$ cat src/rtl/radar_sync_pkg.sv
// Shared definitions for the radar sync logic.
//   state_e        : CPI sequencer states (IDLE waits for trigger, RUN counts PRTs)
//   MODE_BIN       : switch bank counts in binary once per PRT
//   MODE_ONEHOT    : switch bank rotates a single set bit once per PRT
//   switch_rst_pat : switch bank reset pattern for a given mode (8 bits, caller slices)
package radar_sync_pkg;

  typedef enum logic {
    IDLE = 1'b0,
    RUN  = 1'b1
  } state_e;

  localparam int MODE_BIN    = 0;
  localparam int MODE_ONEHOT = 1;

  function automatic logic [7:0] switch_rst_pat(input int mode);
    return (mode == MODE_ONEHOT) ? 8'h01 : 8'h00;
  endfunction

endpackage

$ cat src/rtl/pmt_edge_sync.sv
// Two-flop synchroniser followed by a rising-edge detector.
//   clk_i   : sampling clock
//   rst_i   : synchronous active-high reset, clears all flops
//   async_i : asynchronous input
//   edge_o  : high for one cycle after a synchronised 0->1 transition
// Since the flops clear to 0, an input held high across reset yields one
// edge after reset is released.
module pmt_edge_sync (
  input  logic clk_i,
  input  logic rst_i,
  input  logic async_i,
  output logic edge_o
);

  logic s1_q;
  logic s2_q;
  logic s3_q;  // s2 delayed by one cycle, reference for the edge compare

  always_ff @(posedge clk_i) begin
    if (rst_i) begin
      s1_q <= 1'b0;
      s2_q <= 1'b0;
      s3_q <= 1'b0;
    end else begin
      s1_q <= async_i;
      s2_q <= s1_q;
      s3_q <= s2_q;
    end
  end

  assign edge_o = s2_q & ~s3_q;

endmodule

$ cat src/rtl/prt_switch_seq.sv
// PRT switch sequencer. After a synchronised rising edge on pmt, runs
// CPILENGTH pulse-repetition intervals of PRTWIDTH cycles and steps the
// NCH-bit switch bank DELAY cycles before the end of every PRT.
//   sysclk    : system clock
//   btn[0]    : synchronous active-high reset
//   pmt       : asynchronous trigger
//   switch    : switch bank drive (registered)
//   cpi       : index of the current PRT within the CPI
//   busy      : high while a CPI is running
//   prt_start : one-cycle pulse in the first cycle of each PRT
//   cpi_done  : one-cycle pulse in the cycle after the last PRT completes
//   state_dbg : current sequencer state
// Handshake: none; pmt is a free-running trigger and all outputs are
// status strobes/levels with no back-pressure.
module prt_switch_seq
  import radar_sync_pkg::*;
#(
  parameter int PRTWIDTH  = 2400,
  parameter int DELAY     = 1,
  parameter int CPILENGTH = 100,
  parameter int NCH       = 2,
  parameter int MODE      = 0,
  parameter int PHASE_CLR = 1,
  parameter int CNT_W     = 12,
  parameter int CPI_W     = 8
) (
  input  logic             sysclk,
  input  logic [0:0]       btn,
  input  logic             pmt,
  output logic [NCH-1:0]   switch,
  output logic [CPI_W-1:0] cpi,
  output logic             busy,
  output logic             prt_start,
  output logic             cpi_done,
  output state_e           state_dbg
);

  if (CNT_W < 31 && (1 << CNT_W) < PRTWIDTH) begin : g_bad_cnt_w
    $error("CNT_W too small for PRTWIDTH");
  end
  if (CPI_W < 31 && (1 << CPI_W) < CPILENGTH) begin : g_bad_cpi_w
    $error("CPI_W too small for CPILENGTH");
  end
  if (MODE == MODE_ONEHOT && NCH < 2) begin : g_bad_nch
    $error("one-hot mode needs NCH >= 2");
  end

  localparam logic [CNT_W-1:0] CNT_LAST = CNT_W'(PRTWIDTH - 1);
  localparam logic [CNT_W-1:0] SW_EVT   = CNT_W'(PRTWIDTH - 1 - DELAY);
  localparam logic [CPI_W-1:0] CPI_LAST = CPI_W'(CPILENGTH - 1);
  localparam logic [7:0]       RST_PAT8 = switch_rst_pat(MODE);
  localparam logic [NCH-1:0]   RST_PAT  = RST_PAT8[NCH-1:0];

  logic rst;
  logic pmt_edge;

  state_e           state_q, state_d;
  logic [CNT_W-1:0] count_q, count_d;
  logic [CPI_W-1:0] cpi_q, cpi_d;
  logic [NCH-1:0]   sw_q, sw_d;
  logic             busy_q, busy_d;
  logic             prt_start_q, prt_start_d;
  logic             cpi_done_q, cpi_done_d;
  logic             wrap;
  logic             last_prt;

  assign rst = btn[0];

  pmt_edge_sync u_pmt_sync (
    .clk_i   (sysclk),
    .rst_i   (rst),
    .async_i (pmt),
    .edge_o  (pmt_edge)
  );

  assign wrap     = (count_q == CNT_LAST);
  assign last_prt = (cpi_q == CPI_LAST);

  always_comb begin
    state_d     = state_q;
    count_d     = count_q;
    cpi_d       = cpi_q;
    sw_d        = sw_q;
    busy_d      = busy_q;
    prt_start_d = 1'b0;
    cpi_done_d  = 1'b0;
    case (state_q)
      IDLE: begin
        if (pmt_edge) begin
          state_d     = RUN;
          count_d     = '0;
          cpi_d       = '0;
          busy_d      = 1'b1;
          prt_start_d = 1'b1;
        end
      end
      RUN: begin
        count_d = wrap ? '0 : count_q + 1'b1;
        if (count_q == SW_EVT) begin
          if (MODE == MODE_ONEHOT) sw_d = (sw_q << 1) | (sw_q >> (NCH - 1));
          else                     sw_d = sw_q + NCH'(1);
        end
        if (wrap) begin
          prt_start_d = 1'b1;
          cpi_d       = cpi_q + 1'b1;
          if (last_prt) begin
            cpi_d      = '0;
            cpi_done_d = 1'b1;
            // Clear wins over a coincident switch event (DELAY = 0).
            if (PHASE_CLR != 0) sw_d = RST_PAT;
            // A trigger landing exactly on the final cycle chains the next
            // CPI with no idle gap; otherwise drop back to IDLE.
            if (!pmt_edge) begin
              state_d     = IDLE;
              busy_d      = 1'b0;
              prt_start_d = 1'b0;
            end
          end
        end
      end
      default: state_d = IDLE;
    endcase
  end

  always_ff @(posedge sysclk) begin
    if (rst) begin
      state_q     <= IDLE;
      count_q     <= '0;
      cpi_q       <= '0;
      sw_q        <= RST_PAT;
      busy_q      <= 1'b0;
      prt_start_q <= 1'b0;
      cpi_done_q  <= 1'b0;
    end else begin
      state_q     <= state_d;
      count_q     <= count_d;
      cpi_q       <= cpi_d;
      sw_q        <= sw_d;
      busy_q      <= busy_d;
      prt_start_q <= prt_start_d;
      cpi_done_q  <= cpi_done_d;
    end
  end

  assign switch    = sw_q;
  assign cpi       = cpi_q;
  assign busy      = busy_q;
  assign prt_start = prt_start_q;
  assign cpi_done  = cpi_done_q;
  assign state_dbg = state_q;

endmodule

$ cat config.mk
export PLATFORM = sky130hd
export DESIGN_NAME = prt_switch_seq
export DESIGN_NICKNAME = d
export VERILOG_FILES = /design/src/rtl/radar_sync_pkg.sv /design/src/rtl/pmt_edge_sync.sv /design/src/rtl/prt_switch_seq.sv
export SDC_FILE = /design/constraint.sdc
export NUM_CORES = 1
export LEC_CHECK = 0
export CAP_MARGIN = 20
export CORE_ASPECT_RATIO = 0.6
export CORE_MARGIN = 10
export CORE_UTILIZATION = 49
export DETAILED_ROUTE_END_ITERATION = 8
export GPL_TIMING_DRIVEN = 0
export PLACE_DENSITY_LB_ADDON = 0.12
export REMOVE_ABC_BUFFERS = 1
export SYNTH_ARGS = -nofsm -noshare
export SYNTH_HDL_FRONTEND = slang
export SYNTH_SLANG_ARGS = --single-unit
$ cat constraint.sdc
create_clock -name sysclk -period 1.56 [get_ports sysclk]
set_input_delay 0.234 -clock sysclk [delete_from_list [all_inputs] [get_ports sysclk]]
set_output_delay 0.234 -clock sysclk [all_outputs]
set_load 0.01 [all_outputs]
==> summary.txt <==
Hold path
  • Hold Path Depth: 1
  • Hold Startpoint: u_pmt_sync.s1_q
  • Hold WC Path Type: flop to flop

Clock network
  • Root Buffer: clkbuf_8
  • CTS Sinks: 29
  • CTS max path bufs: 2
  • Clk_lat worst skew: around 0.28 ns
  • Post-CTS Hold Buffers: 0
  • H-Tree Depth: 2
  • Clock buffer count from CTS: 5
  • Clock-pin slew on the worst setup and hold paths: approximately 0.070 ns
  • CTS tree: built

Floorplanning
  • Chip height: 62.8 um
  • Initial core utilization: about half
  • Core Box Area: 0.00289 mm2
  • Die width: 91.4 um
  • Num ports: 17
  • Rows: 15
  • Die ar.: around 0.0057 mm2

Pwr
  • Pwr Total: 1.49 mW
  • PwrDens: 684 mW/mm2
  • Worst vdd ir: 0.000521 V
  • Static Leak: 0.739 nW

Setup path
  • Worst R2R Path Depth: 5
  • CP arrival: ~1.8 ns
  • Critical R2R Launch: count_q[9]
  • Crit Path Category: flop to flop
  • Startpoint Class: flop
  • Worst Setup End Kind: flop
  • Critical path origin: count_q[9]
  • Worst reg2reg setup slack: -0.1 ns
  • Crit path to: cpi[2]
  • Crit Reg-Reg Endpoint: cpi[2]
  • Maximum fanout along the worst path: 5
  • CP Data Required Time: 1.74 ns

Detailed routing
  • Vias post-DR: 1547
  • Drt drc: 0
  • Final ANT Viol Nets: 0
  • Initial DRC Count: 193
  • Pre-Repair DR Iteration Count: 4
  • Via density: around 6.1
  • Total wire length: approximately 4.6 mm
  • Avg WL per Cell: 18.1 um

Yosys
  • Ys async rst share: 0%
  • Commonest cells in the netlist: dfxtp_1 (29), nor2_1 (21), nand2_1 (15)
  • Post-Syn Instances: 171
  • Post-synthesis cell area: 0.00150 mm2
  • Synth unique cells: 44
  • EDFF count, synth: 0
  • Ys Warns: 0
  • Top cell type's share of synthesized area: 38.7%
  • Yosys top cell by area: dfxtp_1
  • Most numerous cell in the Yosys netlist: dfxtp_1
  • Syn Area/Cell: 8.77 um2
  • Yosys reg bits: 29
  • Area contributors post-synth: dfxtp_1 (39%), a311oi_1 (5.3%), nor2_1 (5.3%)
  • Main synth FF type: dfxtp_1
  • Register area share after synthesis: 38.7%

Cells and area
  • Final nets: 216
  • Layout cells sized above 1: a little under two fifths
  • Synth-to-layout area growth: 45.7%
  • Fin area: 0.00218 mm2
  • Fillers: 205
  • Ant. Diodes: 0

STA
  • Fin crit share: 106%
  • Count of final hold-check violations: 0
  • Min Hold Slack: 0.437 ns
  • Slew HR: between 20% and 30%
  • Fin. max-slew vios: 0
  • Fin crit period: 1.66 ns
  • Setup ws final: -0.0999 ns
  • Worst-Margin Slew: 1.09 ns
  • Setup TNS: -0.738 ns
  • Fmax: 602 MHz
  • RSZ-0062 raised after global routing: true
  • Setup-failing EPs final: 15
  • Final setup skew: ~0.0077 ns

Placement
  • Cell Area, Placed: 0.00168 mm2
  • PortBufs: 16
  • Routability congestion estimate: between 0.8 and 0.9
  • DP Wirelength: 2.61 mm

Global route
  • First-pass GRT wire length: ~7 mm
  • Initial antenna violation count: 0
  • Largest net degree at the start of global routing: 28
  • Global Route Usage Sum: around 15%
  • Vias in the first global route: approximately 1400
  • Remaining global-route overflow: 0

Run
  • Max-cap viol count: 0

Run status
  • Failing checks: negative setup slack
  • Status: complete, but fails checks
logic make-up (layout without fill, tap and decap cells):
group / after synthesis / after routing / synth area share, %
simple gates: 78 / 78 / 30.7
compound gates: 44 / 45 / 21.0
mux: 1 / 1 / 0.751
buf+inv: 10 / 49 / 2.84
fa+ha+maj: 3 / 3 / 2.50
flops: 29 / 29 / 38.7
xor+xnor: 6 / 6 / 3.51
through the flow:
| stage | instances | util, % | setup slack [ns] |
|---|---|---|---|
| floorplan | 164 | - | -0.159 |
| global placement | 222 | 58.1 | -0.418 |
| detailed placement | 222 | 58.1 | -0.526 |
| CTS | 244 | 70.0 | -0.0777 |
| global route | 253 | 75.6 | -0.172 |
| finish | 253 | 75.6 | -0.0999 |
per-layer routing:
layer | wire length [um] | vias up | global-route usage, % | share of wire [%]
met5 | 0 | - | 0 | 0
met2 | 2090 | 54 | 22.3 | 46
met1 | 2080 | 755 | 19.6 | 45
met3 | 349 | 11 | 4.92 | 7.6
li1 | - | 727 | - | -
met4 | 58 | 0 | 4.47 | 1.3
worst max-delay path: stages, from the launching register on:
cell and delay, ns:
dfxtp_2 0.34, nand4bb_4 0.32, nor3_4 0.22, nand2_1 0.10, or3_1 0.32, a311oi_1 0.26
registers in the layout (all words and copies together) (netlist names):
signal,count
busy,1
count_q,12
cpi,8
cpi_done,1
prt_start,1
state_dbg,1
switch,2
u_pmt_sync.s1_q,1
u_pmt_sync.s2_q,1
u_pmt_sync.s3_q,1
cells in the final DEF (no fill, tap or decap), types with 2 or more instances in the layout:
cell	count
inv_2	2
nand3_2	2
a21oi_2	3
and4bb_4	2
dlymetal6s2s_1	2
nor4_4	2
a311oi_1	9
nand4bb_4	2
buf_6	3
o21ai_0	5
and3_1	2
nand4_1	3
a31oi_4	2
clkdlybuf4s50_1	14
nand3b_1	2
nor3_4	2
dfxtp_2	12
nand3_1	5
dfxtp_1	12
a31oi_1	3
xnor2_1	4
buf_4	19
or3_1	2
a21o_1	3
a21oi_1	8
nor2b_1	4
dfxtp_4	5
clkinv_2	2
clkbuf_8	5
ha_4	2
and2_1	2
nand2_1	15
a22oi_1	5
nand3_4	2
nor2_1	20
worst min-delay path by stage:
| stage | end | slack (ns) |
|---|---|---|
| 6_report | u_pmt_sync.s2_q | 0.44 |
| 5_1_grt | u_pmt_sync.s2_q | 0.46 |
| 4_1_cts | u_pmt_sync.s2_q | 0.44 |
| 3_5_place_dp | u_pmt_sync.s2_q | 0.43 |
| 3_3_place_gp | u_pmt_sync.s2_q | 0.42 |
| 2_1_floorplan | count_q[10] | 0.30 |
power breakdown:
part	internal, mW	total, mW	leakage [nW]	switching (mW)
registers	0.745	0.759	0.245	0.0144
clock network	0.309	0.603	0.0450	0.294
logic	0.0540	0.133	0.450	0.0786
total	1.11	1.49	0.739	0.387
timing repair:
action,CTS,global route
gates cloned,1,0
gates resized for setup,40,24
pin swaps,16,12
buffers inserted,13,9
endpoints found under the setup margin,28,26
layout make-up:
cell class / instances / area [um2] / area share, %
Clock buffer: 6 / 72.6 / 3.32
Clock inverter: 2 / 10.0 / 0.458
Inverter: 3 / 11.3 / 0.515
Multi-Input combinational cell: 133 / 1080 / 49.5
Sequential cell: 29 / 614 / 28.1
Tap cell: 42 / 52.6 / 2.41
Timing Repair Buffer: 38 / 342 / 15.6
Power figures use the tool's default switching activity.
